===== src/rtl/shift_reg_pkg.sv =====
// Shared types and helpers for the parallel shift-register blocks.
package shift_reg_pkg;

  typedef enum logic [0:0] {
    IDLE  = 1'b0,
    SHIFT = 1'b1
  } state_e;

  // Wide enough to hold WIDTH, which covers the parity-extended frame count.
  function automatic int cnt_width(input int width);
    return $clog2(width + 1);
  endfunction

endpackage


===== src/rtl/piso_bit_counter.sv =====
// Loadable down-counter with a zero flag; tracks the bits left in a frame.
module piso_bit_counter #(
  parameter int CW = 3
) (
  input  logic          clk,
  input  logic          reset_n,
  input  logic          load,
  input  logic [CW-1:0] load_val,
  input  logic          dec,
  output logic          zero
);

  logic [CW-1:0] count_q;
  logic [CW-1:0] count_d;

  always_comb begin
    count_d = count_q;
    if (load) begin
      count_d = load_val;
    end else if (dec && (count_q != '0)) begin
      count_d = count_q - CW'(1);
    end
  end

  always_ff @(posedge clk) begin
    if (!reset_n) begin
      count_q <= '0;
    end else begin
      count_q <= count_d;
    end
  end

  assign zero = (count_q == '0);

endmodule


===== src/rtl/shift_reg_piso_tx.sv =====
// Parallel-in serial-out transmitter with valid/ready load and back-to-back frames.
// Optional even-parity bit appended to each frame when PISO_PARITY_EN is defined.
module shift_reg_piso_tx
  import shift_reg_pkg::*;
#(
  parameter int WIDTH     = 4,
  parameter bit MSB_FIRST = 1'b1
) (
  input  logic             clk,
  input  logic             reset_n,
  input  logic [WIDTH-1:0] d,
  input  logic             load_valid,
  output logic             load_ready,
  output logic             sout,
  output logic             sout_valid,
  output logic             busy,
  output logic             done
);

`ifdef PISO_PARITY_EN
  localparam int FRAME_LEN = WIDTH + 1;
`else
  localparam int FRAME_LEN = WIDTH;
`endif
  localparam int CW = cnt_width(WIDTH);

  state_e               state_q, state_d;
  logic [FRAME_LEN-1:0] sh_q, sh_d;
  logic                 sout_q, sout_d;
  logic                 sout_valid_q, sout_valid_d;
  logic [FRAME_LEN-1:0] frame;
  logic                 cnt_zero;
  logic                 accept;

  // The output end of the frame is the MSB or LSB depending on bit order.
  function automatic logic first_bit(input logic [FRAME_LEN-1:0] f);
    return MSB_FIRST ? f[FRAME_LEN-1] : f[0];
  endfunction

  function automatic logic [FRAME_LEN-1:0] shift_one(input logic [FRAME_LEN-1:0] f);
    return MSB_FIRST ? {f[FRAME_LEN-2:0], 1'b0} : {1'b0, f[FRAME_LEN-1:1]};
  endfunction

  always_comb begin
`ifdef PISO_PARITY_EN
    // Parity sits at the far end so it leaves the wire after all data bits.
    frame = MSB_FIRST ? {d, ^d} : {^d, d};
`else
    frame = d;
`endif
  end

  assign load_ready = (state_q == IDLE) || cnt_zero;
  assign accept     = load_valid && load_ready;

  always_comb begin
    state_d      = state_q;
    sh_d         = sh_q;
    sout_d       = sout_q;
    sout_valid_d = sout_valid_q;
    if (accept) begin
      state_d      = SHIFT;
      sh_d         = shift_one(frame);
      sout_d       = first_bit(frame);
      sout_valid_d = 1'b1;
    end else if (state_q == SHIFT) begin
      if (cnt_zero) begin
        state_d      = IDLE;
        sout_d       = 1'b0;
        sout_valid_d = 1'b0;
      end else begin
        sh_d   = shift_one(sh_q);
        sout_d = first_bit(sh_q);
      end
    end
  end

  always_ff @(posedge clk) begin
    if (!reset_n) begin
      state_q      <= IDLE;
      sh_q         <= '0;
      sout_q       <= 1'b0;
      sout_valid_q <= 1'b0;
    end else begin
      state_q      <= state_d;
      sh_q         <= sh_d;
      sout_q       <= sout_d;
      sout_valid_q <= sout_valid_d;
    end
  end

  piso_bit_counter #(
    .CW(CW)
  ) u_cnt (
    .clk     (clk),
    .reset_n (reset_n),
    .load    (accept),
    .load_val(CW'(FRAME_LEN - 1)),
    .dec     (state_q == SHIFT),
    .zero    (cnt_zero)
  );

  assign sout       = sout_q;
  assign sout_valid = sout_valid_q;
  assign busy       = (state_q == SHIFT);
  assign done       = busy && cnt_zero;

endmodule

===== config.mk =====
export PLATFORM = sky130hd
export DESIGN_NAME = shift_reg_piso_tx
export DESIGN_NICKNAME = d
export VERILOG_FILES = /design/src/rtl/shift_reg_pkg.sv /design/src/rtl/piso_bit_counter.sv /design/src/rtl/shift_reg_piso_tx.sv
export SDC_FILE = /design/constraint.sdc
export NUM_CORES = 1
export LEC_CHECK = 0
export CAP_MARGIN = 20
export CORE_AREA = 2 2 39 41
export DETAILED_ROUTE_END_ITERATION = 8
export DIE_AREA = 0 0 41 43
export PLACE_DENSITY = 0.67
export SYNTH_ARGS = -nofsm -noshare
export SYNTH_HDL_FRONTEND = slang
export SYNTH_HIERARCHICAL = 1
export SYNTH_SLANG_ARGS = --single-unit

===== constraint.sdc =====
create_clock -name clk -period 1.8 [get_ports clk]
set_input_delay 0.54 -clock clk [delete_from_list [all_inputs] [get_ports clk]]
set_output_delay 0.54 -clock clk [all_outputs]
set_load 0.01 [all_outputs]

==> reports/qor.yml, run 1 <==
cts_tree: "done"
synthToLayoutAreaGrowth_pct: 43.9
postRouteWirelength_um: 873
worst_slack_ps: 41.1
start_util_pct: 34.0
vias: 410
wire_per_inst_um: 9.92
tns_ps: 0
core-area_um2: 1380
via_per_inst: 4.66
rr_startpoint: "u_cnt/count_q[1]"
drive_above_1_share_pct: 27.8
fmax_ghz: 0.569
place.gp.congestion: 0.736
fin_nets: 82
rows: 14
layout_commonest_cell: "clkdlybuf4s50_1"
cts.htree.levels: 1
grt_first_pass_wirelength_um: 1530
cp_max_fo: 4
rrSetupSlack_ps: 140
grt.total_usage_pct: 12.9
hold_viol_final: 0
clock_sinks: 9
yosys_warnings: 6
placed_area_um2: 626
nFillCells: 133
clk_path_buf_depth: 2
cp_top_family: "adder cells"
hold-path-endpoint: "sh_q[1]"
stdcell_area_um2: 677
dr.pass1.iters: 4
grt_pass1_vias: 382
r2r-end: "u_cnt/count_q[1]"
p_total_uw: 546
drv_slew: 0
die_area_um2: 1760
synth_area_um2: 470
ir_drop_v: 0.000410
finClkSkew_ps: 5.77
cp-end-kind: "primary output"
hold_ws_ps: 508
drcViolationCount: 0
grt_overflow: 0
power.density_nw_per_um2: 807
required_ps: 1260
post-route-util_pct: 48.9
max_cap_violations: 0
status: "finished clean"
postRouteAntennaNets: 0
cts_setup_buffers: 0
worst-setup-path-type: "reg2out"
num_antenna_cells: 0
rsz0062_at_grt: "false"
synth_top_area_cell: "dfxtp_1"
yosys.area.top_type_share_pct: 38.3
fin_crit_ps: 1760
p_leak_nw: 0.296
clk_pin_slew_ps: 70
hpwlAfterDp_um: 693
root_buffer: "clkbuf_4"
critical_path.max_stage_delay_ps: 320
yosysUniqueCellTypes: 22
slowest_stage: "dfxtp_2"
antenna_found_initial: 0
hold_start: "sh_q[1]"
avgSynthCellArea_um2: 8.88
cts_made_buffers: 3
final_cells: 88
cp_num_buf_inv: 2
cp.arrival_ps: 1220
hold_class: "reg2reg"
grt_max_degree: 11
final_cell_mix: "clkdlybuf4s50_1, dfxtp_1, inv_1, buf_4"
yosysSeqAreaShare_pct: 38.3
num_io_pins: 12
fin_crit_sh_pct: 97.7
setup_viol: 0
synth_seq_cells: 9
io_buffers: 11
whs_path_depth: 2
synth_area_leaders: "dfxtp_1, mux2i_1, ha_1"
die_h_um: 43
cp_cell_sequence: "inv_1 > ha_2 > ha_4 > nand2b_4 > buf_6"
reg2reg_depth: 9
drt_iter0_drc: 7
crit_path_start_kind: "register"
dp_cells: 84
dp_slack_ps: -129
clk_latency_ps: 260
syn_inst: 53
die_x_um: 41
==> worst max-delay path by stage <==
stage / startpoint / to / slack, ps / cells after the start
after floorplan: u_cnt/count_q[0] / load_ready / 160 / 5
after global placement: u_cnt/count_q[0] / load_ready / -130 / 5
after detailed placement: u_cnt/count_q[0] / load_ready / -130 / 5
after CTS: u_cnt/count_q[0] / load_ready / -60 / 5
after global routing: u_cnt/count_q[0] / load_ready / 2 / 5
final: u_cnt/count_q[1] / load_ready / 40 / 5
==> flip-flops by register name (all words and copies together) (netlist names) <==
signal,flops
sh_q,3
sout_valid,1
sout,1
u_cnt/count_q,3
busy,1
==> layer usage <==
layer	wire length [um]	track usage (%)	share of wire, %	vias to the layer above
li1	-	-	-	212
met1	396	16.5	45	188
met2	434	18.4	50	8
met3	32	1.57	3.7	2
met4	10	10.0	1.1	0
met5	0	0	0	-
==> power breakdown <==
part	switching (mW)	internal, mW
clock	0.0718	0.0854
combinational	0.0648	0.0919
sequential	0.0118	0.220
==> repair_timing <==
action | 4_1_cts | 5_1_grt
setup endpoints to repair | 2 | 5
pin swaps | 1 | 2
hold buffers | 0 | 0
gates resized for setup | 11 | 7
cloned | 0 | 0
==> worst min-delay path: stages (launching register included) <==
cell	delay [ps]
dfxtp_1	330
mux2i_1	60
nor2_1	90
==> cells in the mapped netlist, drive strengths merged <==
cell type	instances
nor2	1
a21oi	3
ha	2
inv	6
a21boi	3
nand3b	2
nand2b	1
nand3	1
nor2b	1
a21o	1
o21ai	4
nand2	5
o211ai	2
mux2i	4
dfxtp	9
xnor2	1
conb	2
o221a	1
nor3b	1
buf	2
and2	1
==> layout make-up <==
type	count	area, um2	share of cell area, %
Inverter	6	22.5	3.33
Sequential cell	9	184	27.2
Multi-Input combinational cell	37	280	41.4
Clock buffer	4	26.3	3.88
Timing Repair Buffer	16	144	21.3
Tap cell	16	20.0	2.96
==> logic make-up (layout without fill, tap and decap cells) <==
logic type | count (synthesis) | after routing | synth area share (%)
compound gates | 14 | 14 | 19.4
simple gates | 13 | 13 | 16.8
flops | 9 | 9 | 38.3
buf+inv | 8 | 26 | 8.24
mux | 4 | 4 | 8.51
fa+ha+maj | 2 | 2 | 5.32
other cells | 2 | 3 | 1.60
xor+xnor | 1 | 1 | 1.86
(Power assumes the default switching activity.)
==> inputs of run 2 (changes only) <==
Settings changed: CTS_CLUSTER_DIAMETER set to 100.
==> results of run 2 <==
Final layout, timing and power as in run 1 (identical DEF).
==> inputs of run 3 (changes only) <==
Settings changed: SKIP_CTS_REPAIR_TIMING set to 1.
==> run 3 against run 2 <==
  * Die area stayed put
  * Hold slack hardly changed
  * Via count is 0.49% lower
  * Cell area is 1.1% lower
==> reports/qor.yml, run 3 (synthesis results as in run 1) <==
hold_class: "reg2reg"  # unchanged
dr.pass1.iters: 4  # unchanged
postRouteWirelength_um: 875  # was 873 um
num_antenna_cells: 0  # unchanged
post-route-util_pct: 48.4  # was 48.9%
fmax_ghz: 0.564  # was 0.569 GHz
layout_commonest_cell: "clkdlybuf4s50_1"  # unchanged
dp_cells: 84  # unchanged
switchingPower_uw: 148  # about the same
drt_iter0_drc: 7  # unchanged
cp.arrival_ps: 1230  # was 1220 ps
ir_drop_v: 0.000410  # about the same
cts_made_buffers: 3  # unchanged
slowest_stage: "dfxtp_1"  # was dfxtp_2
power.density_nw_per_um2: 811  # was 807 nW/um2
final_cell_mix: "clkdlybuf4s50_1, dfxtp_1, inv_1"  # was clkdlybuf4s50_1, dfxtp_1, inv_1, buf_4
io_buffers: 11  # unchanged
root_buffer: "clkbuf_4"  # unchanged
rrSetupSlack_ps: 150  # was 140 ps
rows: 14  # unchanged
clkPwrFrac_pct: 29.0  # was 28.8%
final_cells: 88  # unchanged
clk_latency_ps: 260  # about the same
status: "finished clean"  # unchanged
wire_per_inst_um: 9.94  # was 9.92 um
fin_crit_sh_pct: 98.5  # was 97.7%
hold_start: "sh_q[1]"  # unchanged
hold_ws_ps: 508  # about the same
hold_viol_final: 0  # unchanged
r2r-end: "u_cnt/count_q[1]"  # unchanged
max_cap_violations: 0  # unchanged
rr_startpoint: "u_cnt/count_q[1]"  # unchanged
crit_path_start_kind: "register"  # unchanged
rsz0062_at_grt: "true"  # was false
synthToLayoutAreaGrowth_pct: 42.3  # was 43.9%
tns_ps: 0  # unchanged
worst-setup-path-type: "reg2out"  # unchanged
finClkSkew_ps: 5.89  # was 5.77 ps
drv_slew: 0  # unchanged
cp_cell_sequence: "inv_1 > ha_2 > ha_4 > nand2b_4 > buf_2"  # was inv_1 > ha_2 > ha_4 > nand2b_4 > buf_6
p_leak_nw: 0.292  # was 0.296 nW
via_per_inst: 4.64  # was 4.66
grt.total_usage_pct: 12.7  # was 12.9%
cp_max_fo: 4  # unchanged
swShare_pct: 27.2  # about the same
vias: 408  # was 410
grt_overflow: 0  # unchanged
cts_tree: "done"  # unchanged
grt_max_degree: 11  # unchanged
start_util_pct: 34.0  # unchanged
num_io_pins: 12  # unchanged
drcViolationCount: 0  # unchanged
die_h_um: 43  # unchanged
setup_viol: 0  # unchanged
reg_top3: "sh_q: 3 flops, u_cnt/count_q: 3 flops"  # unchanged
drive_above_1_share_pct: 25.0  # was 27.8%
reg2reg_depth: 9  # unchanged
intPower_uw: 395  # was 398 uW
grt_first_pass_wirelength_um: 1500  # was 1530 um
fin_nets: 82  # unchanged
postRouteAntennaNets: 0  # unchanged
antenna_found_initial: 0  # unchanged
clock_sinks: 9  # unchanged
place.gp.congestion: 0.736  # unchanged
cp-end-kind: "primary output"  # unchanged
core-area_um2: 1380  # unchanged
die_area_um2: 1760  # unchanged
seqPwrFrac_pct: 42.6  # was 42.5%
die_x_um: 41  # unchanged
hpwlAfterDp_um: 693  # unchanged
clk_path_buf_depth: 2  # unchanged
required_ps: 1260  # about the same
hold-path-endpoint: "sh_q[1]"  # unchanged
clk_pin_slew_ps: 70  # about the same
grt_pass1_vias: 376  # was 382
whs_path_depth: 2  # unchanged
critical_path.max_stage_delay_ps: 320  # about the same
pwr-share-comb_pct: 28.4  # was 28.7%
fin_crit_ps: 1770  # was 1760 ps
cts.htree.levels: 1  # unchanged
==> run 3: worst max-delay path by stage <==
| stage | startpoint | slack [ps] | cells after the start | end |
|---|---|---|---|---|
| floorplan | u_cnt/count_q[0] | 160 | 5 | load_ready |
| global placement | u_cnt/count_q[0] | -130 | 5 | load_ready |
| detailed placement | u_cnt/count_q[0] | -130 | 5 | load_ready |
| CTS | u_cnt/count_q[0] | -420 | 5 | load_ready |
| global route | u_cnt/count_q[0] | -30 | 5 | load_ready |
| finish | u_cnt/count_q[1] | 30 | 5 | load_ready |
==> run 3: layer usage <==
layer / track usage (%) / vias to the layer above / part of all wire [%]
li1: - / 212 / -
met1: 16.2 / 186 / 46
met2: 18.1 / 8 / 49
met3: 1.57 / 2 / 3.5
met4: 10.0 / 0 / 1.1
met5: 0 / - / 0
==> run 3: critical path, delay by kind of cell, from the launching register on <==
family,cells,cell delay [ps]
fa+ha+maj,2,340
flops,1,320
buf+inv,2,170
simple gates,1,130
==> run 3: per-stage QoR <==
step                setup WS, ps  instance area [um2]  power [mW]
floorplan                    161                  474       0.316
global placement            -128                  626       0.375
detailed placement          -129                  626       0.378
CTS                         -424                  652       0.535
global route               -25.9                  669       0.572
finish                      27.7                  669       0.543
==> run 3: layout make-up <==
type,count,area [um2]
fillers,135,714
well taps,16,20.0
inverters,6,22.5
multi-input cells,37,280
flip-flops and latches,9,183
repair buffers,16,138
clock buffers,4,26.3
==> run 3: power by group through the flow <==
stage                     Combinational (mW)  Sequential, mW  Clock [mW]
final                                  0.154           0.231       0.157
after global routing                   0.173           0.234       0.165
after CTS                              0.145           0.229       0.161
after detailed placement               0.144           0.234           0
after global placement                 0.141           0.234           0
after floorplan                       0.0796           0.237           0
